==> src/rtl/fila_pkg.sv <==
`default_nettype none
// ============================================================================
// Module      : fila_pkg
// Description : Shared types and default sizes for the fila_ctrl sequencer:
//               FSM state encoding, arbiter grant identifiers and the default
//               word width / queue depth / occupancy width / timeout.
// Revision    : 1.0 - initial release
// ============================================================================
package fila_pkg;

    localparam int c_DEF_DATA_W  = 8;
    localparam int c_DEF_DEPTH   = 8;
    localparam int c_DEF_LEN_W   = 4;
    localparam int c_DEF_TIMEOUT = 15;
    localparam int c_DROP_CNT_W  = 8;

    typedef enum logic [2:0] {
        S_IDLE     = 3'd0,
        S_ENQ      = 3'd1,
        S_WAIT_ENQ = 3'd2,
        S_ACK      = 3'd3,
        S_DEQ      = 3'd4,
        S_WAIT_DEQ = 3'd5
    } fila_ctrl_state_t;

    typedef enum logic {
        G_ENQ = 1'b0,
        G_DEQ = 1'b1
    } grant_t;

endpackage
`default_nettype wire

==> src/rtl/rr_arb2.sv <==
`default_nettype none
// ============================================================================
// Module      : rr_arb2
// Description : Two-requester round-robin arbiter with one-hot grant. On a tie
//               the requester that did not win last time is granted. The
//               last-grant memory only moves when the grant is accepted.
// Ports       : clk        - clock, rising edge
//               rst_n      - asynchronous active-low reset (last-grant = DEQ)
//               i_req_enq  - enqueue side request
//               i_req_deq  - dequeue side request
//               i_accept   - the current grant is being consumed this cycle
//               o_gnt_enq  - enqueue granted (one-hot with o_gnt_deq)
//               o_gnt_deq  - dequeue granted
// Revision    : 1.0 - initial release
// ============================================================================
module rr_arb2
    import fila_pkg::*;
(
    input  logic clk,
    input  logic rst_n,
    input  logic i_req_enq,
    input  logic i_req_deq,
    input  logic i_accept,
    output logic o_gnt_enq,
    output logic o_gnt_deq
);

    grant_t r_last;

    always_comb begin
        o_gnt_enq = 1'b0;
        o_gnt_deq = 1'b0;
        if (i_req_enq && i_req_deq) begin
            if (r_last == G_DEQ) begin
                o_gnt_enq = 1'b1;
            end else begin
                o_gnt_deq = 1'b1;
            end
        end else if (i_req_enq) begin
            o_gnt_enq = 1'b1;
        end else if (i_req_deq) begin
            o_gnt_deq = 1'b1;
        end
    end

    // Reset to DEQ so that the first tie goes to the enqueue side.
    always_ff @(posedge clk or negedge rst_n) begin
        if (!rst_n) begin
            r_last <= G_DEQ;
        end else if (i_accept && o_gnt_enq) begin
            r_last <= G_ENQ;
        end else if (i_accept && o_gnt_deq) begin
            r_last <= G_DEQ;
        end
    end

endmodule
`default_nettype wire

==> src/rtl/fila_ctrl.sv <==
`default_nettype none
// ============================================================================
// Module      : fila_ctrl
// Description : Sequences the deserializer -> fila datapath. Accepts completed
//               words from the deserializer, pulses fila enqueue, returns ack,
//               serves user dequeue requests, arbitrates the two round-robin
//               and applies a stall-or-drop policy when fila is full.
// Ports       : clk_100KHz       - sole clock, rising edge
//               reset            - asynchronous active-low reset
//               des_data_in      - deserializer word (valid with des_ready_in)
//               des_ready_in     - deserializer word pending
//               des_ack_out      - word consumed; held until des_ready_in falls
//               fila_len_in      - current fila occupancy
//               fila_enqueue_out - one-cycle enqueue pulse
//               fila_data_out    - word being enqueued
//               fila_dequeue_out - one-cycle dequeue pulse
//               user_dequeue_in  - user dequeue request level (rise = request)
//               busy_out         - FSM not idle
//               drop_count_out   - dropped words + enqueue timeouts, saturating
// Revision    : 1.0 - initial release
// ============================================================================
module fila_ctrl
    import fila_pkg::*;
#(
    parameter int DATA_W       = c_DEF_DATA_W,
    parameter int DEPTH        = c_DEF_DEPTH,
    parameter int LEN_W        = c_DEF_LEN_W,
    parameter int TIMEOUT      = c_DEF_TIMEOUT,
    parameter int DROP_ON_FULL = 0
)(
    input  logic                    clk_100KHz,
    input  logic                    reset,
    input  logic [DATA_W-1:0]       des_data_in,
    input  logic                    des_ready_in,
    output logic                    des_ack_out,
    input  logic [LEN_W-1:0]        fila_len_in,
    output logic                    fila_enqueue_out,
    output logic [DATA_W-1:0]       fila_data_out,
    output logic                    fila_dequeue_out,
    input  logic                    user_dequeue_in,
    output logic                    busy_out,
    output logic [c_DROP_CNT_W-1:0] drop_count_out
);

    localparam bit                 c_DROP     = (DROP_ON_FULL != 0);
    localparam int                 c_CNT_W    = (TIMEOUT > 1) ? $clog2(TIMEOUT) : 1;
    localparam logic [c_CNT_W-1:0] c_CNT_LAST = c_CNT_W'(TIMEOUT - 1);
    localparam logic [LEN_W-1:0]   c_DEPTH    = LEN_W'(DEPTH);

    fila_ctrl_state_t          r_state;
    fila_ctrl_state_t          w_next;
    logic                      r_busy;
    logic [DATA_W-1:0]         r_data;
    logic [LEN_W-1:0]          r_len_snap;
    logic [c_CNT_W-1:0]        r_cnt;
    logic [c_DROP_CNT_W-1:0]   r_drop;
    logic                      r_deq_prev;
    logic                      r_deq_pend;

    logic w_full;
    logic w_empty;
    logic w_len_moved;
    logic w_timeout;
    logic w_deq_rise;
    logic w_req_enq;
    logic w_idle;
    logic w_gnt_enq;
    logic w_gnt_deq;
    logic w_drop_inc;

    // Occupancy above DEPTH is treated as full.
    assign w_full      = (fila_len_in >= c_DEPTH);
    assign w_empty     = (fila_len_in == '0);
    assign w_len_moved = (fila_len_in != r_len_snap);
    assign w_timeout   = (r_cnt == c_CNT_LAST);
    assign w_deq_rise  = user_dequeue_in && !r_deq_prev;
    assign w_idle      = (r_state == S_IDLE);

    // In stall mode a full queue hides the enqueue request from the arbiter,
    // so a pending dequeue still wins and can free space.
    assign w_req_enq = des_ready_in && (!w_full || c_DROP);

    rr_arb2 u_arb (
        .clk       (clk_100KHz),
        .rst_n     (reset),
        .i_req_enq (w_req_enq),
        .i_req_deq (r_deq_pend),
        .i_accept  (w_idle),
        .o_gnt_enq (w_gnt_enq),
        .o_gnt_deq (w_gnt_deq)
    );

    always_comb begin
        w_next     = r_state;
        w_drop_inc = 1'b0;
        case (r_state)
            S_IDLE: begin
                if (w_gnt_enq) begin
                    // A granted enqueue on a full queue only happens in drop mode.
                    w_next     = w_full ? S_ACK : S_ENQ;
                    w_drop_inc = w_full;
                end else if (w_gnt_deq) begin
                    w_next = w_empty ? S_IDLE : S_DEQ;
                end
            end
            S_ENQ:      w_next = S_WAIT_ENQ;
            S_WAIT_ENQ: begin
                if (w_len_moved) begin
                    w_next = S_ACK;
                end else if (w_timeout) begin
                    w_next     = S_ACK;
                    w_drop_inc = 1'b1;
                end
            end
            S_ACK: begin
                if (!des_ready_in) begin
                    w_next = S_IDLE;
                end
            end
            S_DEQ:      w_next = S_WAIT_DEQ;
            S_WAIT_DEQ: begin
                if (w_len_moved || w_timeout) begin
                    w_next = S_IDLE;
                end
            end
            default:    w_next = S_IDLE;
        endcase
    end

    always_ff @(posedge clk_100KHz or negedge reset) begin
        if (!reset) begin
            r_state    <= S_IDLE;
            r_busy     <= 1'b0;
            r_data     <= '0;
            r_len_snap <= '0;
            r_cnt      <= '0;
            r_drop     <= '0;
            r_deq_prev <= 1'b0;
            r_deq_pend <= 1'b0;
        end else begin
            r_state    <= w_next;
            r_busy     <= (w_next != S_IDLE);
            r_deq_prev <= user_dequeue_in;

            if (w_idle && w_gnt_enq && !w_full) begin
                r_data <= des_data_in;
            end

            // Occupancy seen during the pulse cycle is the reference the wait
            // state compares against.
            if (r_state == S_ENQ || r_state == S_DEQ) begin
                r_len_snap <= fila_len_in;
            end

            if (r_state == S_WAIT_ENQ || r_state == S_WAIT_DEQ) begin
                r_cnt <= r_cnt + c_CNT_W'(1);
            end else begin
                r_cnt <= '0;
            end

            if (w_drop_inc && (r_drop != '1)) begin
                r_drop <= r_drop + c_DROP_CNT_W'(1);
            end

            // Consuming the request wins over a simultaneous edge: that edge
            // arrived while the request was still pending and is merged.
            if (w_idle && w_gnt_deq) begin
                r_deq_pend <= 1'b0;
            end else if (w_deq_rise) begin
                r_deq_pend <= 1'b1;
            end
        end
    end

    assign fila_enqueue_out = (r_state == S_ENQ);
    assign fila_dequeue_out = (r_state == S_DEQ);
    assign des_ack_out      = (r_state == S_ACK);
    assign fila_data_out    = r_data;
    assign busy_out         = r_busy;
    assign drop_count_out   = r_drop;

endmodule
`default_nettype wire
==> config.mk <==
export PLATFORM = sky130hd
export DESIGN_NAME = fila_ctrl
export DESIGN_NICKNAME = d
export VERILOG_FILES = /design/src/rtl/fila_pkg.sv /design/src/rtl/rr_arb2.sv /design/src/rtl/fila_ctrl.sv
export SDC_FILE = /design/constraint.sdc
export NUM_CORES = 1
export LEC_CHECK = 0
export CORE_MARGIN = 3
export CORE_UTILIZATION = 44
export CTS_CLUSTER_SIZE = 20
export DETAILED_ROUTE_END_ITERATION = 7
export MAX_ROUTING_LAYER = met4
export PLACE_DENSITY = 0.75
export SETUP_SLACK_MARGIN = 0.2
export SLEW_MARGIN = 20
export SYNTH_ARGS = -nofsm -noshare
export SYNTH_HDL_FRONTEND = slang
export SYNTH_SLANG_ARGS = --single-unit
==> constraint.sdc <==
create_clock -name clk_100KHz -period 1.8 [get_ports clk_100KHz]
set_clock_uncertainty 0.1 [all_clocks]
set_input_delay 0.27 -clock clk_100KHz [delete_from_list [all_inputs] [get_ports clk_100KHz]]
set_output_delay 0.27 -clock clk_100KHz [all_outputs]
set_load 0.05 [all_outputs]
Word level (Yosys, flattened, before mapping)
Index checks and enable logic that the tools add are counted.
{"block": "classes", "n_addsub": 2, "magnitude_cmp": 1, "n_eq_ne": 8, "muxes": 25, "n_reduce_logical": 17}
{"operator": "3-bit two-way mux", "count": 7}
{"operator": "3-bit case mux with 6 select lines", "count": 1}
{"operator": "1-bit two-way mux", "count": 14}
{"operator": "8-bit by 1-bit adder with 8-bit output, second input constant", "count": 1}
{"operator": "8-bit != test, second input constant", "count": 1}
{"operator": "1-bit logical AND", "count": 7}
{"operator": "3-bit by 2-bit == test with 1-bit output, second input constant", "count": 2}
{"operator": "3-bit == test, second input constant", "count": 2}
{"operator": "4-bit by 1-bit adder with 4-bit output, second input constant", "count": 1}
{"operator": "4-bit == test, second input constant", "count": 1}
{"operator": "4-bit >= comparator, second input constant", "count": 1}
{"operator": "4-bit zero test", "count": 1}
{"operator": "4-bit two-way mux", "count": 1}
{"operator": "4-bit != test", "count": 1}
{"operator": "2-bit nonzero test", "count": 2}
{"operator": "3-bit by 1-bit == test with 1-bit output, second input constant", "count": 1}
{"operator": "3-bit zero test", "count": 1}
{"operator": "1-bit logical OR", "count": 3}
{"operator": "3-bit nonzero test", "count": 1}
{"operator": "1-bit zero test", "count": 2}
{"operator": "2-bit two-way mux", "count": 1}
{"operator": "1-bit case mux with 2 select lines", "count": 1}
{"block": "word_totals", "ff_bits": 31, "input_bits": 16, "output_inout_bits": 20, "wordCells": 62}

Depth between registers and ports, before layout
Gate-level depths: netlist (run 1).
{"block": "logic_depth", "ltp_word": 9, "depth_mapped": 6, "ltp_nobuf": 6}

By module
A second synthesis (run 1) with hierarchy kept.
{"block": "unflattened", "hier_cells": 125, "hier_area_um2": 1468.9}
{"module": "fila_ctrl", "instances": 1, "cells_each": 119, "area_each_um2": 1412.6, "seq_area_each_um2": 750.7}
{"module": "rr_arb2", "instances": 1, "cells_each": 6, "area_each_um2": 56.3, "seq_area_each_um2": 26.3}

Worst setup path before layout (run 1)
OpenSTA, ideal clock, no wires.
{"block": "synth_timing", "kind": "reg-to-reg", "from": "register r_drop[0], in the netlist drop_count_out[0]", "to": "register r_drop[1], in the netlist drop_count_out[1]", "setup_time_ns": 0.125, "arrival_ns": 1.851, "required_ns": 1.575, "slack_ns": -0.276, "stages_incl_launch_ff": 6, "n_path_buf": 0, "period_less_slack_ns": 2.076, "path_cell_list": "dfrtp_1 > ha_1 > and3_1 > a211oi_4 > nand2_2 > mux2_4"}
{"block": "synth_via", "elab_chain_len": 2, "elab_cells_between_ends": 3, "cone_classes": "1 x add/sub; 1 x eq/ne; 1 x reduce/logical"}
{"element": "from (decl)", "line_no": "fila_ctrl.sv:56", "source": "logic [c_DROP_CNT_W-1:0] r_drop;"}
{"element": "from (signal assigned)", "line_no": "fila_ctrl.sv:162", "source": "r_drop <= r_drop + c_DROP_CNT_W'(1);"}
{"element": "branches (longest 2 deep; another with 8-bit by 1-bit adder with 8-bit output)"}
Several ways; the timed one is not identified.
A chain may end at the register's enable or synchronous reset.

Final worst setup path (run 1)
{"block": "layout_timing", "from": "register r_state[2]", "to": "register r_drop[1], in the netlist drop_count_out[1]"}
{"block": "layout_via", "elab_chain_len": 3, "elab_cells_between_ends": 4, "cone_classes": "1 x eq/ne; 1 x mux; 2 x reduce/logical"}
{"element": "from (decl)", "line_no": "fila_ctrl.sv:50", "source": "fila_ctrl_state_t r_state;"}
{"element": "from (signal assigned)", "line_no": "fila_ctrl.sv:141", "source": "r_state <= w_next;"}
{"element": "3-bit by 2-bit == test with 1-bit output or 3-bit zero test (tied branches)", "line_no": "fila_ctrl.sv:96", "source": "case (r_state)"}
{"element": "1-bit case mux with 2 select lines *", "line_no": "fila_ctrl.sv:96"}
{"element": "1-bit logical AND *", "line_no": "fila_ctrl.sv:161", "source": "if (w_drop_inc && (r_drop != '1)) begin"}
Mark *: on every way between the ends. The rest lies on a longest branch, timed or not.

==> impl_metrics.json, run 1 <==
{
  "yosysSeqAreaShare": 0.527,
  "cp_max_fo": 3,
  "p_total_mw": 3.36,
  "worst_setup_path_start_kind": "flip-flop",
  "drv_slew": 0,
  "vdd_drop_max_mv": 1.03,
  "drtIter0Drc": 18,
  "synth.distinct_cells": 36,
  "postRouteAntennaNets": 0,
  "grt_max_degree": 32,
  "slew_headroom": 0.736,
  "grt_antenna_before_repair": 0,
  "gp_congestion": 0.837,
  "synthAdderAreaFrac": 0.0254,
  "wl_per_cell_um": 13.3,
  "final_cell_mix": "36 x buf_4, 24 x dfrtp_1, 15 x clkdlybuf4s50_1",
  "avgViaCountPerCell": 4.99,
  "die_y_um": 63.9,
  "cts_buffers": 5,
  "antenna_cells": 0,
  "h-tree-depth": 2,
  "clk_pin_slew_ns": 0.10,
  "syn-cell-area_um2": 1480,
  "slowest_stage": "dfrtp_1",
  "hold_slack_ns": 0.217,
  "max_freq_ghz": 0.551,
  "synth_top_family_by_area": "simple AND/OR/NAND/NOR gates",
  "max_cap_violations": 0,
  "hold_viol": 0,
  "coreArea_um2": 3130,
  "hpwl_mm": 2.21,
  "min_path_type": "primary input to asynchronous set/reset pin",
  "io_pins": 36,
  "ys.flop_type": "dfrtp_1",
  "cts.hold.buffers_added": 0,
  "nNetsFinal": 206,
  "seqCellArea_um2": 785,
  "violations": "setup timing",
  "insertion_delay_ns": 0.33,
  "power.leakage_nw": 0.997,
  "drive_gt1_frac": 0.457,
  "ff2ff_path_depth": 5,
  "period_share": 1.01,
  "dp_cells": 214,
  "dp_slack_ns": -0.222,
  "dieArea_um2": 4080,
  "final_cells": 232,
  "clockBufferDepth": 2,
  "root_buffer": "clkbuf_4",
  "grt-ovfl-total": 0,
  "cp_cell_sequence": "buf_6 -> or3b_4 -> a211oi_4 -> nand2_2 -> mux2_4",
  "synthCells": 123,
  "initial_core_util": 0.472,
  "grt_pass1_wl_mm": 5.34,
  "setup_ws_ns": -0.0149,
  "synth_simple_gate_area_frac": 0.166,
  "remaining_drc_errors": 0,
  "async_reset_ff_frac": 1.00,
  "grt_pass1_vias": 1195,
  "grt_use_total": 0.174,
  "io_buffer_count": 35,
  "synth_compound_area_frac": 0.0712,
  "muxShareOfSynthArea": 0.102,
  "max_stage_delay_ns": 0.41,
  "end_kind": "flip-flop",
  "worstPathRequired_ns": 1.91,
  "multi_input_area_um2": 727,
  "yosysWarnings": 0,
  "syn_to_final_growth_pct": 47.5,
  "crit_arrival_ns": 1.93,
  "fill_cells": 242,
  "via_count": 1157,
  "drt_pass1_iterations": 4,
  "tightest_slew_ns": 0.395,
  "synth_nets": 142,
  "status": "complete, but fails checks",
  "wl_mm": 3.09,
  "fp.dieW_um": 63.9,
  "synth-seq-cells": 31,
  "final_core_util": 0.696,
  "cts_sinks": 31,
  "grt_setup_unrepaired": "true",
  "finalSetupViolations": 2,
  "cts_tree": "built",
  "crit_type": "flip-flop to flip-flop",
  "synth_xor_area_frac": 0.0831,
  "synth_edf_count": 0,
  "fin_crit_ns": 1.81,
  "syn_avg_cell_area_um2": 12.0,
  "final_common_cell": "buf_4",
  "power_per_cell_area_nw_per_um2": 1540,
  "rows": 20
}
[path summary, 6_finish.rpt]
check | start | endpoint | slack (ns)
setup / recovery | r_state[2]$_DFF_PN0_ | drop_count_out[1]$_DFFE_PN0P_ | -0.01
hold / removal | reset | r_len_snap[0]$_DFFE_PN0P_ | 0.22
setup reg to reg | r_state[2]$_DFF_PN0_ | drop_count_out[1]$_DFFE_PN0P_ | -0.01
hold reg to reg | r_cnt[0]$_DFF_PN0_ | r_cnt[0]$_DFF_PN0_ | 0.39
max in group asynchronous | reset | drop_count_out[4]$_DFFE_PN0P_ | 1.06
min in group clk_100KHz | user_dequeue_in | r_deq_prev$_DFF_PN0_ | 0.30
[cell families (layout without fill, tap and decap cells)]
family / after synthesis / count (layout)
AND/OR/NAND/NOR: 41 / 41
flip-flops: 31 / 31
XOR/XNOR: 14 / 14
AO/OA/AOI/OAI: 13 / 13
multiplexers: 13 / 13
buffers and inverters: 8 / 73
adder cells (fa/ha/maj): 3 / 3
[what timing repair did]
item,4_1_cts,5_1_grt
setup buffers,3,7
gates cloned,0,0
pin swaps,1,12
resized for setup,7,8
endpoints found under the setup margin,25,28
[per-layer routing]
metal / GRT usage / share of wire / wire (um) / vias up
met5: - / 0 / 0 / -
met4: 0.0728 / 0.019 / 60 / 0
met3: 0.0492 / 0.053 / 164 / 7
met2: 0.271 / 0.51 / 1570 / 31
met1: 0.212 / 0.42 / 1300 / 566
li1: - / - / - / 553
[synthesized netlist by cell type, drive strengths merged, types with 2 or more instances]
| library cell | number | area [um2] |
|---|---|---|
| nand2 | 4 | 17.5 |
| nand3 | 5 | 25.0 |
| and2 | 2 | 12.5 |
| o211ai | 2 | 15.0 |
| inv | 6 | 22.5 |
| o21ai | 2 | 10.0 |
| a21oi | 3 | 15.0 |
| nand4 | 4 | 25.0 |
| mux2 | 13 | 150 |
| xnor2 | 9 | 78.8 |
| xor2 | 5 | 43.8 |
| and2b | 3 | 22.5 |
| ha | 3 | 37.5 |
| a21boi | 2 | 15.0 |
| dfrtp | 30 | 751 |
| nor4 | 2 | 27.5 |
| nor2 | 9 | 33.8 |
| and3 | 4 | 25.0 |
[metrics by stage]
stage | cell area, um2 | TNS (ns)
floorplan | 1510 | -0.0434
global route | 2180 | -0.439
detailed placement | 1990 | -1.87
finish | 2180 | -0.0280
global placement | 1990 | -1.15
CTS | 2100 | -0.00193
[worst max-delay path, delay by kind of cell (launching register included)]
family | cells | cell delay [ns]
AO/OA/AOI/OAI | 1 | 0.27
buffers and inverters | 1 | 0.13
flip-flops | 1 | 0.41
multiplexers | 1 | 0.30
AND/OR/NAND/NOR | 2 | 0.49
[power by group]
part,switching (mW),internal (mW),leakage [nW]
clock,0.239,0.152,0.0293
combinational,1.01,0.860,0.587
sequential,0.166,0.933,0.381
[final cells by class]
class,count,area share
flip-flops and latches,31,0.361
multi-input cells,84,0.334
repair buffers,59,0.247
well taps,44,0.0253
clock buffers,7,0.0207
inverters,6,0.0104
clock inverters,1,0.00230
[flip-flops by register name (all words and copies together) (netlist names)]
register,flops
busy_out,1
drop_count_out,8
fila_data_out,8
r_cnt,4
r_deq_pend,1
r_deq_prev,1
r_len_snap,4
r_state,3
u_arb.r_last,1
Power figures use the tool's default switching activity.
==> inputs of run 2 (changes only) <==
--- a/config.mk
+++ b/config.mk
@@ -5,7 +5,7 @@
 export SDC_FILE = /design/constraint.sdc
 export NUM_CORES = 1
 export LEC_CHECK = 0
-export CORE_MARGIN = 3
+export CORE_MARGIN = 8
 export CORE_UTILIZATION = 44
 export CTS_CLUSTER_SIZE = 20
 export DETAILED_ROUTE_END_ITERATION = 7
==> impl_metrics.json, run 2 (synthesized netlist as in run 1, its figures left out) <==
{
  "status": "finished clean",
  "hpwl_mm": 2.60,
  "vdd_drop_max_mv": 0.786,
  "io_buffer_count": 35,
  "cp_max_fo": 6,
  "tightest_slew_ns": 0.391,
  "cts_sinks": 31,
  "fin_crit_ns": 1.78,
  "end_kind": "output port",
  "final_cell_mix": "40 x buf_4, 25 x dfrtp_1, 15 x clkdlybuf4s50_1",
  "rows": 21,
  "worst_setup_path_start_kind": "flip-flop",
  "wl_mm": 4.02,
  "p_total_mw": 3.58,
  "drtIter0Drc": 53,
  "insertion_delay_ns": 0.33,
  "clk_pin_slew_ns": 0.09,
  "grt-ovfl-total": 0,
  "crit_arrival_ns": 1.41,
  "min_path_type": "primary input to asynchronous set/reset pin",
  "io_pins": 36,
  "nNetsFinal": 214,
  "die_y_um": 73.9,
  "cts_tree": "built",
  "gp_congestion": 0.831,
  "grt_max_degree": 32,
  "avgViaCountPerCell": 5.04,
  "root_buffer": "clkbuf_4",
  "postRouteAntennaNets": 0,
  "drv_slew": 0,
  "via_count": 1219,
  "grt_setup_unrepaired": "true",
  "remaining_drc_errors": 0,
  "fin_tns_setup_ns": 0,
  "antenna_cells": 0,
  "cts_buffers": 5,
  "drive_gt1_frac": 0.490,
  "setup_ws_ns": 0.0211,
  "crit_type": "flip-flop to output port",
  "h-tree-depth": 2,
  "detailroute.wirelength.met3_um": 129,
  "highest_layer": "met4",
  "initial_core_util": 0.449,
  "grt_antenna_before_repair": 0,
  "cts.hold.buffers_added": 0,
  "power_per_cell_area_nw_per_um2": 1520,
  "hold_slack_ns": 0.231,
  "worstPathRequired_ns": 1.43,
  "slew_headroom": 0.738,
  "grt_use_total": 0.151,
  "final_common_cell": "buf_4",
  "dieArea_um2": 5460,
  "grt_pass1_vias": 1310,
  "met2WireLength_mm": 2.23,
  "power.leakage_nw": 1.11,
  "final_core_util": 0.718,
  "dp_slack_ns": -0.170,
  "period_share": 0.988,
  "wl_per_cell_um": 16.6,
  "fp.dieW_um": 73.9,
  "max_freq_ghz": 0.562,
  "clockBufferDepth": 2,
  "drt_pass1_iterations": 4,
  "fill_cells": 225,
  "max_cap_violations": 0,
  "syn_to_final_growth_pct": 59.9,
  "finalSetupViolations": 0,
  "hold_viol": 0,
  "coreArea_um2": 3280,
  "grt_pass1_wl_mm": 6.10,
  "wl_met1_mm": 1.56
}
run 2: cell types whose count changed in the layout (fill, tap and decap cells not counted), sizes merged:
cell     before  now
buf          44   51
o2111ai       1    2
run 2: per-stage QoR:
step	instances	cell area, um2
floorplan	123	1510
global placement	218	2010
detailed placement	218	2010
CTS	236	2210
global route	242	2360
finish	242	2360
run 2: critical path, cell delays in order (launching register included):
cell and delay, ns:
dfrtp_1 0.42, buf_6 0.14, or2b_1 0.25, nor2_2 0.13, buf_12 0.15
run 2: where the power goes:
part	total (mW)	switching (mW)	internal [mW]
sequential	1.10	0.170	0.931
clock	0.416	0.227	0.189
combinational	2.06	1.11	0.951
run 2: routing by layer:
layer / up-vias / global-route usage
li1: 581 / -
met3: 9 / 0.0423
met1: 601 / 0.158
met4: 0 / 0.0931
met2: 28 / 0.246
met5: - / -
run 2: area by class of cell:
class                           count  area, um2  share of cell area
Timing Repair Buffer               66        609               0.258
Clock inverter                      1       5.00             0.00212
Sequential cell                    31        783               0.332
Clock buffer                        7       55.1              0.0233
Multi-Input combinational cell     85        826               0.350
Inverter                            6       22.5             0.00955
Tap cell                           46       57.6              0.0244
run 2: path summary, 6_finish.rpt:
check,startpoint,end,slack [ns],depth (start not counted)
hold / removal,reset,busy_out$_DFF_PN0_,0.23,2
setup / recovery,r_state[1]$_DFF_PN0_,fila_dequeue_out,0.02,4
min in group clk_100KHz,user_dequeue_in,r_deq_prev$_DFF_PN0_,0.32,1
setup reg to reg,drop_count_out[1]$_DFFE_PN0P_,drop_count_out[1]$_DFFE_PN0P_,0.02,5
hold reg to reg,drop_count_out[4]$_DFFE_PN0P_,drop_count_out[4]$_DFFE_PN0P_,0.39,1
max in group asynchronous,reset,u_arb.r_last$_DFFE_PN1P_,1.05,2
run 2: what timing repair did:
item | CTS | global route
cloned | 1 | 0
gates resized for setup | 7 | 24
hold endpoints to repair | 0 | 0
setup buffers | 9 | 6
pin swaps | 7 | 12
endpoints found under the setup margin | 25 | 29
==> inputs of run 3 (changes only) <==
--- a/config.mk
+++ b/config.mk
@@ -5,6 +5,7 @@
 export SDC_FILE = /design/constraint.sdc
 export NUM_CORES = 1
 export LEC_CHECK = 0
+export ABC_CLOCK_PERIOD_IN_PS = 1800
 export CORE_MARGIN = 8
 export CORE_UTILIZATION = 44
 export CTS_CLUSTER_SIZE = 20
@@ -15,4 +16,5 @@
 export SLEW_MARGIN = 20
 export SYNTH_ARGS = -nofsm -noshare
 export SYNTH_HDL_FRONTEND = slang
+export SYNTH_HIERARCHICAL = 1
 export SYNTH_SLANG_ARGS = --single-unit
==> impl_metrics.json, run 3 <==
{
  "synth.distinct_cells": 35,
  "syn_avg_cell_area_um2": 11.8,
  "hold_viol": 0,
  "min_path_type": "primary input to asynchronous set/reset pin",
  "crit_type": "primary input to flip-flop",
  "hpwl_mm": 2.62,
  "syn-cell-area_um2": 1470,
  "grt_pass1_vias": 1395,
  "status": "complete, but fails checks",
  "cts.hold.buffers_added": 0,
  "grt_antenna_before_repair": 0,
  "p_total_mw": 3.69,
  "insertion_delay_ns": 0.34,
  "ys.flop_type": "dfrtp_1",
  "synth_nets": 144,
  "drtIter0Drc": 54,
  "tightest_slew_ns": 0.387,
  "antenna_cells": 0,
  "synth-seq-cells": 31,
  "path_delay_family": "buffers and inverters",
  "yosysSeqAreaShare": 0.529,
  "syn_to_final_growth_pct": 60.6,
  "period_share": 1.01,
  "worst_setup_path_start_kind": "primary input",
  "gp_congestion": 0.821,
  "final_cell_area_um2": 2360,
  "dieArea_um2": 5440,
  "remaining_drc_errors": 0,
  "ys_top_cells_by_count": "30 x dfrtp_1, 14 x mux2_2, 10 x nor2_1",
  "power_per_cell_area_nw_per_um2": 1560,
  "grt_use_total": 0.158,
  "final_cell_mix": "41 x buf_4, 22 x dfrtp_1, 13 x clkdlybuf4s50_1",
  "yosys-top-cells-area": "dfrtp_1 51%, mux2_2 11%, xor2_1 3.6%, xnor2_1 3.0%, ha_1 2.6%",
  "io_buffer_count": 35,
  "max_freq_ghz": 0.551,
  "synth_edf_count": 0,
  "root_buffer": "clkbuf_4",
  "drv_slew": 0,
  "slew_headroom": 0.742,
  "max_cap_violations": 0,
  "globalRouteMet2Util": 0.265,
  "violations": "setup timing",
  "grt_pass1_wl_mm": 6.31,
  "async_reset_ff_frac": 1.00,
  "grt_max_degree": 32,
  "coreArea_um2": 3280,
  "finalSetupViolations": 1,
  "fp.dieW_um": 73.8,
  "grtUsageMet1": 0.157,
  "synthCells": 125,
  "grt_setup_unrepaired": "true",
  "setup_ws_ns": -0.0133,
  "met3_usage": 0.0464,
  "via_count": 1237,
  "cp_cell_sequence": "clkdlybuf4s50_1 -> xnor2_1 -> nand4_1 -> o21a_4 -> nor4b_4 -> mux2_4",
  "wl_per_cell_um": 15.6,
  "worstPathRequired_ns": 1.93,
  "clk_pin_slew_ns": 0.10,
  "die_y_um": 73.8,
  "vdd_drop_max_mv": 1.18,
  "final_common_cell": "buf_4",
  "end_kind": "flip-flop",
  "max_stage_delay_ns": 0.50,
  "placedInstanceArea_um2": 2030,
  "crit_arrival_ns": 1.94,
  "clockBufferDepth": 2,
  "yosysMostFrequentCell": "dfrtp_1",
  "h-tree-depth": 2,
  "rows": 21,
  "cts_buffers": 5,
  "io_pins": 36,
  "slowest_stage": "clkdlybuf4s50_1",
  "fin_crit_ns": 1.81,
  "drive_gt1_frac": 0.526,
  "drt_pass1_iterations": 4,
  "cp_num_buf_inv": 1,
  "wl_mm": 3.79,
  "nNetsFinal": 214,
  "grt-ovfl-total": 0,
  "postRouteAntennaNets": 0,
  "yosysTopAreaCellShare": 0.511,
  "avgViaCountPerCell": 5.11,
  "cts_tree": "built",
  "initial_core_util": 0.447,
  "yosysTopAreaCell": "dfrtp_1",
  "cp_max_fo": 6,
  "busiest_layer": "met2",
  "yosysWarnings": 6,
  "cts_sinks": 31,
  "power.leakage_nw": 1.13
}
==> run 3: cell count changes after synthesis, moves of 3 or more <==
| cell | previous run | this run |
|---|---|---|
| and2b_1 | 3 | 0 |
| nand4_1 | 4 | 1 |
| nor3_1 | 1 | 5 |
| inv_1 | 6 | 3 |
| xnor2_1 | 9 | 5 |
==> run 3: layer usage <==
layer,vias up,routed length [um],share of wire
met4,0,110,0.029
li1,584,-,-
met1,612,1480,0.39
met5,-,0,0
met3,11,161,0.043
met2,30,2040,0.54
==> run 3: kinds of logic (layout without fill, tap and decap cells) <==
family,Yosys count,after routing,share of synthesized area
compound gates,16,16,0.0698
xor+xnor,11,11,0.0656
fa+ha+maj,3,3,0.0256
buf+inv,6,77,0.0221
flops,31,31,0.529
mux,15,15,0.115
simple gates,43,43,0.173
==> run 3: area by class of cell <==
| type | count | area, um2 |
|---|---|---|
| flip-flops and latches | 31 | 787 |
| inverters | 3 | 11.3 |
| clock inverters | 2 | 35.0 |
| repair buffers | 66 | 594 |
| well taps | 46 | 57.6 |
| multi-input cells | 88 | 823 |
| fillers | 238 | 925 |
| clock buffers | 6 | 51.3 |
==> run 3: final timing paths <==
check / end / startpoint / depth (start not counted) / slack [ns]
worst max-delay path: drop_count_out[7]$_DFFE_PN0P_ / fila_len_in[2] / 6 / -0.01
worst min-delay path: busy_out$_DFF_PN0_ / reset / 2 / 0.21
worst max register to register: drop_count_out[7]$_DFFE_PN0P_ / r_cnt[0]$_DFF_PN0_ / 7 / -0.01
worst min register to register: drop_count_out[4]$_DFFE_PN0P_ / drop_count_out[4]$_DFFE_PN0P_ / 1 / 0.38
max in group asynchronous: u_arb/r_last$_DFFE_PN1P_ / reset / 2 / 1.06
min in group clk_100KHz: r_deq_prev$_DFF_PN0_ / user_dequeue_in / 1 / 0.31
==> run 3: repair_timing <==
item                       CTS  global route
setup buffers                9             3
pin swaps                   11             4
resized for setup           35             7
setup endpoints to repair   26            24
==> run 3: worst reg2reg max path: cells and delay by family, from the launching register on <==
kind | cells | cell delay (ns)
fa+ha+maj | 1 | 0.14
compound gates | 1 | 0.22
simple gates | 3 | 0.47
buf+inv | 1 | 0.06
mux | 1 | 0.32
flops | 1 | 0.39
==> run 3: where the power goes <==
group,total [mW],leakage [nW],internal [mW],switching (mW)
registers,1.17,0.381,0.941,0.225
clock network,0.580,0.0482,0.328,0.252
logic,1.94,0.699,0.911,1.03
total,3.69,1.13,2.18,1.51
==> run 3: per-stage QoR <==
stage	cells	TNS, ns	setup WS, ns	utilization	hold WS [ns]
finish	242	-0.0133	-0.0133	0.718	0.212
global route	242	-0.301	-0.109	0.718	0.241
floorplan	125	0	0.0175	-	-0.126
global placement	222	-3.99	-0.332	0.619	0.369
detailed placement	222	-5.74	-0.456	0.619	0.369
CTS	239	-0.0128	-0.0128	0.704	0.226
